**src/rtl/evm_pkg.sv**
```systemverilog
// Shared types and constants for the ballot controller slice.
package evm_pkg;

  typedef enum logic [2:0] {
    S_IDLE    = 3'd0,
    S_ARMED   = 3'd1,
    S_HOLD    = 3'd2,
    S_CAST    = 3'd3,
    S_LOCKOUT = 3'd4,
    S_CLOSED  = 3'd5
  } state_e;

  localparam int IDX_P1   = 0;
  localparam int IDX_P2   = 1;
  localparam int IDX_P3   = 2;
  localparam int IDX_P4   = 3;
  localparam int IDX_P5   = 4;
  localparam int IDX_NOTA = 5;
  localparam int N_BTN    = 6;

  localparam int CNT_W_DEFAULT = 10;

endpackage

```
**src/rtl/evm_ballot_controller_if.sv**
```systemverilog
// Officer/button/counter-facing signal bundle of the ballot controller.
interface evm_ballot_controller_if
  import evm_pkg::*;
#(
  parameter int CNT_W = CNT_W_DEFAULT
);

  logic             BALLOT_EN;
  logic             CLOSE_POLL;
  logic             P1;
  logic             P2;
  logic             P3;
  logic             P4;
  logic             P5;
  logic             NOTA;
  logic [N_BTN-1:0] CAST;
  logic             READY;
  logic             ARMED;
  logic             BEEP;
  logic             TIMEOUT_PULSE;
  logic             POLL_CLOSED;
  logic [CNT_W-1:0] BALLOTS_CAST;

  modport master (
    output BALLOT_EN, CLOSE_POLL, P1, P2, P3, P4, P5, NOTA,
    input  CAST, READY, ARMED, BEEP, TIMEOUT_PULSE, POLL_CLOSED, BALLOTS_CAST
  );

  modport slave (
    input  BALLOT_EN, CLOSE_POLL, P1, P2, P3, P4, P5, NOTA,
    output CAST, READY, ARMED, BEEP, TIMEOUT_PULSE, POLL_CLOSED, BALLOTS_CAST
  );

endinterface

```
**src/rtl/evm_down_timer.sv**
```systemverilog
// Loadable down-counter that saturates at zero; used for ballot timeout and beep length.
module evm_down_timer #(
  parameter int W = 4
) (
  input  logic         i_clk,
  input  logic         i_rst_n,
  input  logic         i_load,
  input  logic [W-1:0] i_load_val,
  input  logic         i_en,
  output logic         o_zero
);

  logic [W-1:0] r_count;

  assign o_zero = (r_count == '0);

  // NOTE: sequential state is written only with non-blocking assignments so every
  // register samples the pre-edge value of the others.
  always_ff @(posedge i_clk) begin
    if (!i_rst_n) begin
      r_count <= '0;
    end else if (i_load) begin
      r_count <= i_load_val;
    end else if (i_en && !o_zero) begin
      r_count <= r_count - W'(1);
    end
  end

endmodule

```
**src/rtl/evm_ballot_controller.sv**
```systemverilog
// Presiding-officer ballot controller: arms one ballot, debounces a single
// candidate press, pulses the matching counter input, then beeps and locks out.
module evm_ballot_controller
  import evm_pkg::*;
#(
  parameter int DEBOUNCE_CYCLES = 4,
  parameter int BEEP_CYCLES     = 8,
  parameter int TIMEOUT_CYCLES  = 1000,
  parameter int CNT_W           = CNT_W_DEFAULT
) (
  input  logic                    CLK,
  input  logic                    CLEAR_N,
  evm_ballot_controller_if.slave  bus
);

  localparam int TO_W   = (TIMEOUT_CYCLES < 1) ? 1 : $clog2(TIMEOUT_CYCLES + 1);
  localparam int BEEP_W = (BEEP_CYCLES < 1) ? 1 : $clog2(BEEP_CYCLES + 1);
  localparam int DB_W   = $clog2(DEBOUNCE_CYCLES + 1);

  // The armed window spans TIMEOUT_CYCLES cycles, the arming cycle included.
  localparam logic [TO_W-1:0]   TO_LOAD   = TO_W'(TIMEOUT_CYCLES - 1);
  localparam logic [BEEP_W-1:0] BEEP_LOAD = BEEP_W'(BEEP_CYCLES);
  localparam logic [DB_W-1:0]   DB_LAST   = DB_W'(DEBOUNCE_CYCLES - 1);

  state_e           r_state, w_state_next;
  logic [N_BTN-1:0] r_sel, w_sel_next;
  logic [DB_W-1:0]  r_match, w_match_next;
  logic             r_close_pend, w_close_pend_next;

  logic [N_BTN-1:0] r_cast;
  logic             r_ready, r_armed, r_beep, r_timeout, r_closed;
  logic [CNT_W-1:0] r_ballots, w_ballots_next;

  logic [N_BTN-1:0] w_btn;
  logic             w_one_hot, w_saturated, w_timeout;
  logic             w_to_load, w_to_en, w_to_zero;
  logic             w_beep_load, w_beep_en, w_beep_zero;

  assign w_btn[IDX_P1]   = bus.P1;
  assign w_btn[IDX_P2]   = bus.P2;
  assign w_btn[IDX_P3]   = bus.P3;
  assign w_btn[IDX_P4]   = bus.P4;
  assign w_btn[IDX_P5]   = bus.P5;
  assign w_btn[IDX_NOTA] = bus.NOTA;

  assign w_one_hot   = (w_btn != '0) && ((w_btn & (w_btn - N_BTN'(1))) == '0);
  assign w_saturated = (r_ballots == '1);
  assign w_ballots_next = (r_state == S_CAST && !w_saturated) ? r_ballots + CNT_W'(1) : r_ballots;

  evm_down_timer #(.W(TO_W)) u_timeout_timer (
    .i_clk      (CLK),
    .i_rst_n    (CLEAR_N),
    .i_load     (w_to_load),
    .i_load_val (TO_LOAD),
    .i_en       (w_to_en),
    .o_zero     (w_to_zero)
  );

  evm_down_timer #(.W(BEEP_W)) u_beep_timer (
    .i_clk      (CLK),
    .i_rst_n    (CLEAR_N),
    .i_load     (w_beep_load),
    .i_load_val (BEEP_LOAD),
    .i_en       (w_beep_en),
    .o_zero     (w_beep_zero)
  );

  // NOTE: every signal driven here gets a default first, so no path can leave
  // one unassigned and infer a latch.
  always_comb begin
    w_state_next      = r_state;
    w_sel_next        = r_sel;
    w_match_next      = r_match;
    w_close_pend_next = r_close_pend;
    w_to_load         = 1'b0;
    w_to_en           = 1'b0;
    w_beep_load       = 1'b0;
    w_beep_en         = 1'b0;
    w_timeout         = 1'b0;

    unique case (r_state)
      S_IDLE: begin
        if (bus.CLOSE_POLL) begin
          w_state_next = S_CLOSED;
        end else if (bus.BALLOT_EN && !w_saturated) begin
          w_state_next = S_ARMED;
          w_to_load    = 1'b1;
          w_match_next = '0;
        end
      end
      S_ARMED: begin
        w_to_en = 1'b1;
        if (bus.CLOSE_POLL) begin
          w_state_next = S_CLOSED;
        end else if (w_to_zero) begin
          w_state_next = S_IDLE;
          w_timeout    = 1'b1;
        end else if (w_one_hot) begin
          w_state_next = (DEBOUNCE_CYCLES <= 1) ? S_CAST : S_HOLD;
          w_sel_next   = w_btn;
          w_match_next = DB_W'(1);
        end
      end
      S_HOLD: begin
        w_to_en = 1'b1;
        if (bus.CLOSE_POLL) begin
          w_state_next = S_CLOSED;
        end else if (w_btn == r_sel && r_match == DB_LAST) begin
          // A completed debounce beats a timer expiring on the same edge.
          w_state_next = S_CAST;
          w_match_next = r_match + DB_W'(1);
        end else if (w_to_zero) begin
          w_state_next = S_IDLE;
          w_timeout    = 1'b1;
        end else if (w_btn == r_sel) begin
          w_match_next = r_match + DB_W'(1);
        end else begin
          w_state_next = S_ARMED;
          w_match_next = '0;
        end
      end
      S_CAST: begin
        w_state_next = S_LOCKOUT;
        w_beep_load  = 1'b1;
        if (bus.CLOSE_POLL) w_close_pend_next = 1'b1;
      end
      S_LOCKOUT: begin
        w_beep_en = 1'b1;
        if (bus.CLOSE_POLL) w_close_pend_next = 1'b1;
        if (w_beep_zero && w_btn == '0) begin
          w_state_next = (r_close_pend || bus.CLOSE_POLL) ? S_CLOSED : S_IDLE;
        end
      end
      S_CLOSED: begin
        w_state_next = S_CLOSED;
      end
      default: begin
        w_state_next = S_IDLE;
      end
    endcase
  end

  always_ff @(posedge CLK) begin
    if (!CLEAR_N) begin
      r_state      <= S_IDLE;
      r_sel        <= '0;
      r_match      <= '0;
      r_close_pend <= 1'b0;
      r_cast       <= '0;
      r_ready      <= 1'b1;
      r_armed      <= 1'b0;
      r_beep       <= 1'b0;
      r_timeout    <= 1'b0;
      r_closed     <= 1'b0;
      r_ballots    <= '0;
    end else begin
      r_state      <= w_state_next;
      r_sel        <= w_sel_next;
      r_match      <= w_match_next;
      r_close_pend <= w_close_pend_next;
      r_cast       <= (r_state == S_CAST) ? r_sel : '0;
      r_ballots    <= w_ballots_next;
      r_ready      <= (w_state_next == S_IDLE) && (w_ballots_next != '1);
      r_armed      <= (w_state_next == S_ARMED) || (w_state_next == S_HOLD);
      r_beep       <= (r_state == S_LOCKOUT) && !w_beep_zero;
      r_timeout    <= w_timeout;
      r_closed     <= (w_state_next == S_CLOSED);
    end
  end

  assign bus.CAST          = r_cast;
  assign bus.READY         = r_ready;
  assign bus.ARMED         = r_armed;
  assign bus.BEEP          = r_beep;
  assign bus.TIMEOUT_PULSE = r_timeout;
  assign bus.POLL_CLOSED   = r_closed;
  assign bus.BALLOTS_CAST  = r_ballots;

endmodule

```
**src/flat_wrapper.sv**
```systemverilog
// flat-port wrapper written by rule: the top's interface ports become plain ports
module evm_ballot_controller_flat import evm_pkg::*;
#(
  parameter int DEBOUNCE_CYCLES = 4,
  parameter int BEEP_CYCLES     = 8,
  parameter int TIMEOUT_CYCLES  = 1000,
  parameter int CNT_W           = CNT_W_DEFAULT
)
  (CLK, CLEAR_N, bus_BALLOT_EN, bus_CLOSE_POLL, bus_P1, bus_P2, bus_P3, bus_P4, bus_P5, bus_NOTA, bus_CAST, bus_READY, bus_ARMED, bus_BEEP, bus_TIMEOUT_PULSE, bus_POLL_CLOSED, bus_BALLOTS_CAST);
  evm_ballot_controller_if #(.CNT_W(CNT_W)) bus_i ();
  input  logic CLK;
  input  logic CLEAR_N;
  input wire logic [$bits(bus_i.BALLOT_EN)-1:0] bus_BALLOT_EN;
  input wire logic [$bits(bus_i.CLOSE_POLL)-1:0] bus_CLOSE_POLL;
  input wire logic [$bits(bus_i.P1)-1:0] bus_P1;
  input wire logic [$bits(bus_i.P2)-1:0] bus_P2;
  input wire logic [$bits(bus_i.P3)-1:0] bus_P3;
  input wire logic [$bits(bus_i.P4)-1:0] bus_P4;
  input wire logic [$bits(bus_i.P5)-1:0] bus_P5;
  input wire logic [$bits(bus_i.NOTA)-1:0] bus_NOTA;
  output wire logic [$bits(bus_i.CAST)-1:0] bus_CAST;
  output wire logic [$bits(bus_i.READY)-1:0] bus_READY;
  output wire logic [$bits(bus_i.ARMED)-1:0] bus_ARMED;
  output wire logic [$bits(bus_i.BEEP)-1:0] bus_BEEP;
  output wire logic [$bits(bus_i.TIMEOUT_PULSE)-1:0] bus_TIMEOUT_PULSE;
  output wire logic [$bits(bus_i.POLL_CLOSED)-1:0] bus_POLL_CLOSED;
  output wire logic [$bits(bus_i.BALLOTS_CAST)-1:0] bus_BALLOTS_CAST;
  assign bus_i.BALLOT_EN = bus_BALLOT_EN;
  assign bus_i.CLOSE_POLL = bus_CLOSE_POLL;
  assign bus_i.P1 = bus_P1;
  assign bus_i.P2 = bus_P2;
  assign bus_i.P3 = bus_P3;
  assign bus_i.P4 = bus_P4;
  assign bus_i.P5 = bus_P5;
  assign bus_i.NOTA = bus_NOTA;
  assign bus_CAST = bus_i.CAST;
  assign bus_READY = bus_i.READY;
  assign bus_ARMED = bus_i.ARMED;
  assign bus_BEEP = bus_i.BEEP;
  assign bus_TIMEOUT_PULSE = bus_i.TIMEOUT_PULSE;
  assign bus_POLL_CLOSED = bus_i.POLL_CLOSED;
  assign bus_BALLOTS_CAST = bus_i.BALLOTS_CAST;
  evm_ballot_controller #(.DEBOUNCE_CYCLES(DEBOUNCE_CYCLES), .BEEP_CYCLES(BEEP_CYCLES), .TIMEOUT_CYCLES(TIMEOUT_CYCLES), .CNT_W(CNT_W)) u_core (.CLK(CLK), .CLEAR_N(CLEAR_N), .bus(bus_i));
endmodule
```
**config.mk**
```make
export PLATFORM = sky130hd
export DESIGN_NAME = evm_ballot_controller_flat
export DESIGN_NICKNAME = d
export VERILOG_FILES = /design/src/rtl/evm_pkg.sv /design/src/rtl/evm_ballot_controller_if.sv /design/src/rtl/evm_down_timer.sv /design/src/rtl/evm_ballot_controller.sv /design/src/flat_wrapper.sv
export SDC_FILE = /design/constraint.sdc
export NUM_CORES = 1
export LEC_CHECK = 0
export ABC_CLOCK_PERIOD_IN_PS = 5450
export CAP_MARGIN = 15
export CORE_MARGIN = 2
export CORE_UTILIZATION = 60
export CTS_BUF_LIST = sky130_fd_sc_hd__clkbuf_4 sky130_fd_sc_hd__clkbuf_8 sky130_fd_sc_hd__clkbuf_16
export DETAILED_ROUTE_END_ITERATION = 7
export GPL_TIMING_DRIVEN = 0
export PLACE_DENSITY = 0.85
export RECOVER_POWER = 100
export SYNTH_ARGS = -nofsm -noshare
export SYNTH_HDL_FRONTEND = slang
export SYNTH_HIERARCHICAL = 1
export SYNTH_SLANG_ARGS = --single-unit
```
**constraint.sdc**
```tcl
create_clock -name CLK -period 5.45 [get_ports CLK]
set_input_delay 1.3625 -clock CLK [delete_from_list [all_inputs] [get_ports CLK]]
set_output_delay 1.3625 -clock CLK [all_outputs]
set_load 0.01 [all_outputs]
```
==> flow_summary_export.csv <==
group,metric,value,unit
critical_path,critPathCaptureType,"flop",
route,vias,2382,
cts,cts_tree,"built",
synth,synth_compound_area_frac,0.180,
synth,synth.area.top_cells,"dfxtp_1 37%, mux2i_1 4.6%, nor2_1 4.6%",
sta,max_freq,247,MHz
sta,tightestPinTransition,0.963,ns
critical_path,cp_top_family,"buffers and inverters",
route,drc_errors,0,
status,status,"complete, no violations",
sta,setup_viol,0,
finish,fin_nets,372,
grt,grt_max_degree,17,
synth,synthArstFlopShare,0,
synth,synth_cells,308,
critical_path,worstPathArrival,4.24,ns
grt,grt_pass1_wl,9680,um
sta,finalHoldViolCount,0,
critical_path,r2r-start,"u_core/u_timeout_timer/r_count[7]",
sta,post-route-period-util,0.743,
grt,grt_pass1_vias,2200,
critical_path,crit_type,"primary input to flop",
synth,synth_edf_count,0,
route,drtIter0Drc,139,
floorplan,start_util,0.634,
place,portBuffers,30,
sta,tns,0,ns
synth,synth.top_cell.area_share,0.371,
synth,synth_warnings,6,
critical_path,path_max_fanout,9,
place,gp_congestion,0.878,
critical_path,cp_data_required_time,5.64,ns
synth,yosys.area.top_type,"dfxtp_1",
route,ant_nets,0,
route,wl,5750,um
finish,most-common-layout-cells,"48 x dfxtp_1, 32 x nor2_1, 24 x dlygate4sd3_1",
power,totalPowerFinal,0.732,mW
critical_path,path_cells,"dlygate4sd3_1, nor4_1, a22oi_1, a2111o_1, clkbuf_1, o21ai_0, nor3_1, mux2_1",
cts,htreeDepth,2,
critical_path,startpoint_type,"primary input",
grt,antenna_found_initial,0,
finish,fin_area,3060,um^2
cts,hold_buffers,0,
finish,final_common_cell,"dfxtp_1",
finish,post-route-util,0.748,
grt,grt_usage,0.244,
critical_path,slowest_stage,"nor4_1",
sta,min_period,4.05,ns
job,drv_cap,0,
place,dpl.hpwl,4170,um
finish,fill_cells,327,
floorplan,io_pins,31,
critical_path,cpPeakStageDelay,0.73,ns
cts,clockBufferDepth,2,
synth,ys.flop_type,"dfxtp_1",
synth,synth_cell_type_count,61,
finish,seq_area,961,um^2
cts,ctsResizeCount,0,
synth,synthXorXnorAreaFrac,0.0439,
synth,ys_seq_area_frac,0.371,
route,drt-vias-per-instance,5.85,
cts,path_clk_slew,0.08,ns
synth,ys_seq_elements,48,
min_path,hold_path_depth,2,
route,drtPass1Iterations,4,
floorplan,die_x,69.7,um
power,power.density,240,nW/um^2
finish,diodes,0,
critical_path,worstRegToRegCells,8,
route,post_drt_wl_per_cell,14.1,um
min_path,min-delay-start,"u_core/r_match[2]",
min_path,hp-class,"flop to flop",
min_path,worst_hold_path.endpoint,"u_core/r_match[2]",
sta,grt_setup_unrepaired,"no",
place,placedCellCount,400,
critical_path,r2r_slack,2.84,ns
synth,synthMuxAreaShare,0.0565,
synth,synth_adder_area_share,0.0241,
finish,final_cell_count_no_fill,407,
cts,post_cts_buffers,0,
cts,numClockSinks,48,
synth,synth_top_family_by_area,"simple AND/OR/NAND/NOR gates",
synth,avgSynthCellArea,8.41,um^2
cts,clk_latency,0.30,ns
floorplan,rows,23,
grt,gr-total-overflow,0,
power,vdd_ir_drop_max,0.132,mV
sta,finClkSkew,0.00422,ns
finish,drive_gt1_frac,0.0616,
place,pre_cts_slack,1.57,ns
cts,cts-buffers-inserted,5,
critical_path,rr_endpoint,"u_core/bus.ARMED",
floorplan,die_h,69.7,um
place,dpl-instance-area,3000,um^2
finish,synthToLayoutAreaGrowth,18.0,%
floorplan,coreArea,4090,um^2
cts,cts-root-buf,"clkbuf_8",
sta,relSlewSlack,0.357,
synth,syn_area,2590,um^2
power,cellLeakagePower,1.25,nW
sta,finalMaxSlewViolations,0,
sta,worst_slack,1.40,ns
finish,multiInputGateArea,1540,um^2
critical_path,crit_buf_inv,2,
floorplan,die_area,4860,um^2
synth,synthSimpleGateAreaFrac,0.277,
sta,hold_ws,0.472,ns
==> worst register-to-register path: cells and delay by family (launching register included) <==
family | cells | cell delay, ns
buffers and inverters | 2 | 0.69
muxes | 1 | 0.29
AOI/OAI and AO/OA | 2 | 0.40
DFF | 1 | 0.37
and+or+nand+nor | 3 | 0.75
==> area by class of cell <==
| class | instances | share of cell area |
|---|---|---|
| Inverter | 18 | 0.0225 |
| Clock buffer | 6 | 0.0250 |
| Timing Repair Buffer | 30 | 0.0982 |
| Sequential cell | 48 | 0.314 |
| Buffer | 12 | 0.0156 |
| Tap cell | 50 | 0.0205 |
| Clock inverter | 1 | 0.00164 |
| Multi-Input combinational cell | 242 | 0.502 |
==> cells in the mapped netlist (all sizes together), types with 3 or more instances <==
library cell	number
a21oi	23
a311oi	4
a31oi	7
and2	5
and3	13
buf	3
clkbuf	9
dfxtp	48
ha	5
inv	17
mux2i	12
nand2	14
nand2b	3
nand3	12
nand4	6
nor2	32
nor3	8
nor3b	4
nor4	6
o21ai	18
o31ai	3
or3	6
xnor2	11
==> registers in the layout (all words and copies together) (netlist names) <==
signal                          cells
u_core/bus.POLL_CLOSED              1
u_core/r_state                      3
u_core/bus.BEEP                     1
u_core/r_sel                        6
u_core/bus.CAST                     6
u_core/u_beep_timer/r_count         4
u_core/bus.READY                    1
u_core/r_match                      3
u_core/bus.ARMED                    1
u_core/u_timeout_timer/r_count     10
u_core/bus.BALLOTS_CAST            10
u_core/bus.TIMEOUT_PULSE            1
u_core/r_close_pend                 1
==> logic make-up after synthesis <==
kind of cell | Yosys count
buffers and inverters | 30
AO/OA/AOI/OAI | 72
other | 2
adder cells (fa/ha/maj) | 5
multiplexers | 14
XOR/XNOR | 13
flip-flops | 48
AND/OR/NAND/NOR | 124
==> worst max path at each step <==
| stage | startpoint | to | cells past startpoint |
|---|---|---|---|
| after floorplan | bus_P5 | u_core/bus.ARMED | 6 |
| after global placement | bus_P5 | u_core/bus.ARMED | 7 |
| after detailed placement | bus_P5 | u_core/bus.ARMED | 7 |
| after CTS | bus_P5 | u_core/bus.ARMED | 7 |
| after global routing | bus_P1 | u_core/bus.ARMED | 8 |
| final | bus_P1 | u_core/bus.ARMED | 8 |
==> power breakdown <==
group | leakage [nW] | switching (mW) | total (mW) | internal (mW)
clock network | 0.0445 | 0.114 | 0.206 | 0.0924
logic | 0.816 | 0.0847 | 0.146 | 0.0610
registers | 0.390 | 0.0141 | 0.380 | 0.366
==> routing by layer <==
metal / routed length (um) / GRT usage / up-vias
met2: 2840 / 0.424 / 61
met5: 0 / 0 / -
li1: - / - / 1208
met4: 72 / 0.0812 / 0
met3: 228 / 0.0494 / 9
met1: 2610 / 0.301 / 1104
Note: power is estimated with default switching activity, not from simulation.
==> variant 1 (same settings) <==
Encoding of `state_e`: now Gray code (3 bits for 6 states).
--- a/src/rtl/evm_pkg.sv
+++ b/src/rtl/evm_pkg.sv
@@ -2,12 +2,12 @@
 package evm_pkg;
 
   typedef enum logic [2:0] {
-    S_IDLE    = 3'd0,
-    S_ARMED   = 3'd1,
-    S_HOLD    = 3'd2,
-    S_CAST    = 3'd3,
-    S_LOCKOUT = 3'd4,
-    S_CLOSED  = 3'd5
+    S_IDLE    = 3'b000,
+    S_ARMED   = 3'b001,
+    S_HOLD    = 3'b011,
+    S_CAST    = 3'b010,
+    S_LOCKOUT = 3'b110,
+    S_CLOSED  = 3'b111
   } state_e;
 
   localparam int IDX_P1   = 0;
Behaviour: same outputs for any inputs over 10 cycles, from zero or initial values; not proved beyond that.
==> variant 1 against the unedited design <==
Final area is 0.49% lower; power increased by 25%; core utilization decreased by 0.37 points; sequential cell count unchanged; worst setup slack about the same; routed wire length is 1.7% lower; area after synthesis grew 0.82%; sequential power is 9.5% higher; clock skew is 3.1 ps higher.
==> variant 1: results (changes against the unedited design) <==
----------------------------------------------------
[GRT]
  Vias in the first global route ... 2249 (+2.2%)
  Total Routing Usage GR ... 24.0% (-0.41 points)
  Global-route wire length before repair ... 9710 um (+0.29%)
  Pin count of the biggest net entering global routing ... 16 (-1)

[Synthesis]
  Cell types with the largest area share after synthesis ... dfxtp_1 37%, mux2i_1 5.4%, nor2_1 4.5%
  Syn. warnings ... 6 (unchanged)
  Share of synthesized area occupied by flip-flops and latches ... 36.8% (-0.30 points)
  Cell types with the highest counts after synthesis ... 48 x dfxtp_1, 31 x nor2_1, 17 x a21oi_1, 17 x inv_1, 16 x o21ai_0
  Yosys cell types ... 66 (+8.2%)

[Power]
  Leakage ... 1.22 nW (-2.4%)
  Largest voltage drop on the vdd net ... 182 uV (+38%)

[Place]
  Input/output buffers ... 27 (-10%)
  Hpwl dp ... 4050 um (-2.9%)
  Worst-case setup slack after placement ... 1690 ps (+121 ps)

[Detailed routing]
  Vias per cell ... 5.90 (+0.86%)
  Detailed router's first-iteration violation count ... 157 (+13%)
  Per-cell routed wire length ... 14.1 um (-0.20%)

[Worst setup path]
  Worst-path fanout max ... 7 (-2)

[Finish]
  Share of layout cells above drive strength 1 ... 6.27% (+0.11 points)
  Total inserted antenna cells ... 0 (unchanged)
  Post-layout net count ... 366 (-1.6%)

[Clocking]
  Post-CTS setup buffers ... 0 (unchanged)
  Maximum root-to-sink buffer count ... 2 (unchanged)

[Hold path]
  Min-delay worst type ... register to register

[Outcome]
  Status ... finished, final reports clean

[STA]
  Largest clock skew in the final design ... 7.34 ps (+3.12 ps)
  Relative slew slack ... 44.7% (+9.0 points)

----------------------------------------------------
## variant 1: cell count changes after synthesis, moves of 3 or more
cell,delta
a21oi_1,-6
and3_1,-5
a31oi_1,-4
nand3_1,+3
nor3_1,+3
o211ai_1,+3
or3_1,-3
xnor2_1,-3
## variant 1: cell type report
type,instances,area [um2]
fill,326,1040
buffer,13,58.8
multi-input combinational,237,1520
tap,50,62.6
sequential,48,961
inverter,19,72.6
timing repair buffer,27,270
clock buffer,7,96.3
## variant 1: final timing paths
kind,from,to,slack [ps],cells past startpoint
hold / removal,u_core/r_match[2]$_SDFFE_PN0P_,u_core/r_match[2]$_SDFFE_PN0P_,480,2
hold reg to reg,u_core/r_match[2]$_SDFFE_PN0P_,u_core/r_match[2]$_SDFFE_PN0P_,480,2
setup reg to reg,u_core/bus.BALLOTS_CAST[0]$_SDFF_PN0_,u_core/bus.READY$_SDFF_PN1_,2930,7
setup / recovery,bus_NOTA,u_core/r_match[1]$_SDFFE_PN0P_,1400,7
## variant 1: per-stage QoR
stage / std cells / instance area [um2] / hold slack, ps
after global placement: 394 / 2990 / 448
after detailed placement: 394 / 2990 / 467
after floorplan: 317 / 2660 / 435
after global routing: 401 / 3040 / 524
after CTS: 401 / 3090 / 483
final: 401 / 3040 / 482
## variant 1: kinds of logic (layout without fill, tap and decap cells)
family,Yosys count,in the layout,synth area share (%)
AO/OA/AOI/OAI,66,66,18.2
XOR/XNOR,12,12,4.02
adder cells (fa/ha/maj),6,6,2.83
buffers and inverters,32,66,5.03
flip-flops,48,48,36.8
multiplexers,14,14,5.36
other,2,14,0.287
AND/OR/NAND/NOR,125,125,27.5
## variant 1: layer usage
layer / track usage, % / part of all wire [%]
met5: 0 / 0
met4: 9.83 / 0.73
met3: 5.48 / 5.4
met2: 39.7 / 48
met1: 30.0 / 46
## variant 1: report_power, final
| part | internal [W] | switching, W |
|---|---|---|
| clock network | 0.000113 | 0.000113 |
| registers | 0.000385 | 0.0000306 |
| logic | 0.000113 | 0.000163 |
## variant 1: worst max-delay path, stage by stage
cell and delay, ps:
dlygate4sd3_1 630, or4_1 540, maj3_1 360, a31oi_1 320
nor2_2 50, o41ai_1 740, mux2i_1 280
==> variant 2 (config.mk and constraints unchanged) <==
Without the edit above. `DEBOUNCE_CYCLES` is set to 4 in 2 places; all go to 8.
--- a/src/rtl/evm_ballot_controller.sv
+++ b/src/rtl/evm_ballot_controller.sv
@@ -3,7 +3,7 @@
 module evm_ballot_controller
   import evm_pkg::*;
 #(
-  parameter int DEBOUNCE_CYCLES = 4,
+  parameter int DEBOUNCE_CYCLES = 8,
   parameter int BEEP_CYCLES     = 8,
   parameter int TIMEOUT_CYCLES  = 1000,
   parameter int CNT_W           = CNT_W_DEFAULT
--- a/src/flat_wrapper.sv
+++ b/src/flat_wrapper.sv
@@ -1,7 +1,7 @@
 // flat-port wrapper written by rule: the top's interface ports become plain ports
 module evm_ballot_controller_flat import evm_pkg::*;
 #(
-  parameter int DEBOUNCE_CYCLES = 4,
+  parameter int DEBOUNCE_CYCLES = 8,
   parameter int BEEP_CYCLES     = 8,
   parameter int TIMEOUT_CYCLES  = 1000,
   parameter int CNT_W           = CNT_W_DEFAULT
Formal check against the unedited RTL: not equivalent (Yosys sat finds a counterexample within 10 cycles, from zero or initial values).
==> variant 2 against the unedited design <==
Sequential share of layout area shrank 1.3 points; sequential cell count increased by 1; fmax rose by 2.1%; worst setup slack improved by 83 ps; combinational power up 20%; global-route usage increased by 2.4 points; first-iteration DRC count increased by 32%; routed wire length rose by 16%; final area grew 6.4%; power grew 16%; non-clock buffer count stayed put; area after synthesis up 6.8%; clock power grew 34%.
==> variant 2: results (changes against the unedited design) <==
----------------------------------------------------
[GRT]
  Pin count of the biggest net entering global routing ... 15 (-2)
  Vias in the first global route ... 2437 (+11%)
  Gr busiest metal ... met2
  Met2 Usage GRT ... 44.0% (+1.6 points)
  Met1 usage in global routing ... 33.9% (+3.8 points)
  Antenna violations before repair ... 0 (unchanged)
  Total Routing Usage GR ... 26.8% (+2.4 points)
  Global-route wire length before repair ... 11000 um (+14%)
  Met3 usage ... 4.58% (-0.36 points)

[Hold path]
  Min-delay worst type ... register to register
  Depth of the worst hold-timing path ... 2 (unchanged)

[Synthesis]
  Share of synthesized area occupied by flip-flops and latches ... 35.4% (-1.6 points)
  Proportion of synthesized flip-flops having asynchronous set or reset ... 0% (unchanged)
  Yosys cell types ... 65 (+6.6%)
  Cell types with the largest area share after synthesis ... dfxtp_1 35%, nor2_1 5.6%, a21oi_1 4.9%
  Cell types with the highest counts after synthesis ... 49 x dfxtp_1, 41 x nor2_1, 27 x a21oi_1, 17 x inv_1, 16 x o21ai_0
  Syn. warnings ... 6 (unchanged)

[Clocking]
  Clock slew at reported path FFs ... 90 ps
  Post_cts resized ... 0 (unchanged)
  Clk Latency, worst-skew pair ... 300 ps (about the same)
  Maximum root-to-sink buffer count ... 2 (unchanged)
  Num CTS Buffers ... 5 (unchanged)
  H-tree levels ... 2 (unchanged)
  Post-CTS setup buffers ... 0 (unchanged)
  Clock Root Buffer ... clkbuf_8

[Place]
  Hpwl dp ... 4780 um (+15%)
  Input/output buffers ... 29 (-3.3%)
  Placer congestion estimate ... 1.01 (+15%)
  Worst-case setup slack after placement ... 1620 ps (+47.0 ps)
  Total placed instance area ... 3170 um2 (+5.6%)

[Detailed routing]
  Detailed router's first-iteration violation count ... 183 (+32%)
  Vias per cell ... 6.20 (+5.9%)
  Total wirelength of the detailed-routed design ... 6640 um (+16%)
  Detailed-routing iteration count for the pre-antenna-repair pass ... 4 (unchanged)

[Power]
  Leakage ... 1.31 nW (+4.7%)
  Largest voltage drop on the vdd net ... 170 uV (+29%)

[Worst setup path]
  Worst reg-to-reg path cell count ... 7 (-1)
  Worst-path fanout max ... 8 (-1)
  Arrival @ worst endpoint ... 4200 ps (-40 ps)

[Finish]
  Share of layout cells above drive strength 1 ... 8.47% (+2.3 points)
  Total inserted antenna cells ... 0 (unchanged)
  Post-layout net count ... 391 (+5.1%)

[STA]
  Number of failing setup endpoints in the final timing report ... 0 (unchanged)
  Final number of max-transition violations ... 0 (unchanged)
  Transition time of the tightest slew-check pin ... 719 ps (-244 ps)
  Largest clock skew in the final design ... 4.03 ps (-0.194 ps)

[Outcome]
  Status ... finished, final reports clean

----------------------------------------------------
==> variant 2: cells by family (layout without fill, tap and decap cells) <==
group	Yosys count	in the layout	share of synthesized area, %
DFF	49	49	35.4
buffers and inverters	31	68	5.02
and+or+nand+nor	144	144	31.3
xor gates and xnor gates	17	17	5.38
AOI/OAI and AO/OA	73	73	17.4
adders and majority gates	4	4	1.81
other	2	14	0.271
muxes	9	9	3.44
==> variant 2: report_power, final <==
part | leakage (nW) | total (W) | internal, W | switching [W]
combinational | 0.849 | 0.000175 | 0.0000702 | 0.000104
sequential | 0.398 | 0.000394 | 0.000376 | 0.0000187
clock | 0.0619 | 0.000277 | 0.000155 | 0.000122
total | 1.31 | 0.000846 | 0.000601 | 0.000245
==> variant 2: final cells by class <==
class	count	area, um2
Sequential cell	49	981
Buffer	13	67.6
Tap cell	52	65.1
Multi-Input combinational cell	261	1660
Clock inverter	1	30.0
Inverter	18	68.8
Fill cell	345	1130
Clock buffer	7	90.1
Timing Repair Buffer	29	290
==> variant 2: worst max-delay path, stage by stage <==
cell and delay (ps):
dlygate4sd3_1 650, xor2_1 200, nor4_1 640, a311o_1 310
nand4_1 300, or4_1 570, a21oi_1 170
==> variant 2: layer usage <==
metal	routed length (um)	part of all wire, %	vias up
li1	-	-	1271
met1	2860	43	1284
met2	3190	48	86
met3	370	5.6	25
met4	212	3.2	0
met5	0	0	-
==> variant 2: metrics by stage <==
stage	cells	hold WS [ps]
4_1_cts	430	507
5_1_grt	430	531
2_1_floorplan	341	439
3_3_place_gp	422	459
6_report	430	503
3_5_place_dp	422	486
==> variant 2: final timing paths <==
kind	startpoint	end	slack, ps
setup / recovery	bus_P5	u_core/r_match[3]$_SDFFE_PN0P_	1480
hold reg to reg	u_core/r_match[1]$_SDFFE_PN0P_	u_core/r_match[1]$_SDFFE_PN0P_	500
hold / removal	u_core/r_match[1]$_SDFFE_PN0P_	u_core/r_match[1]$_SDFFE_PN0P_	500
setup reg to reg	u_core/bus.BALLOTS_CAST[0]$_SDFF_PN0_	u_core/bus.READY$_SDFF_PN1_	2580
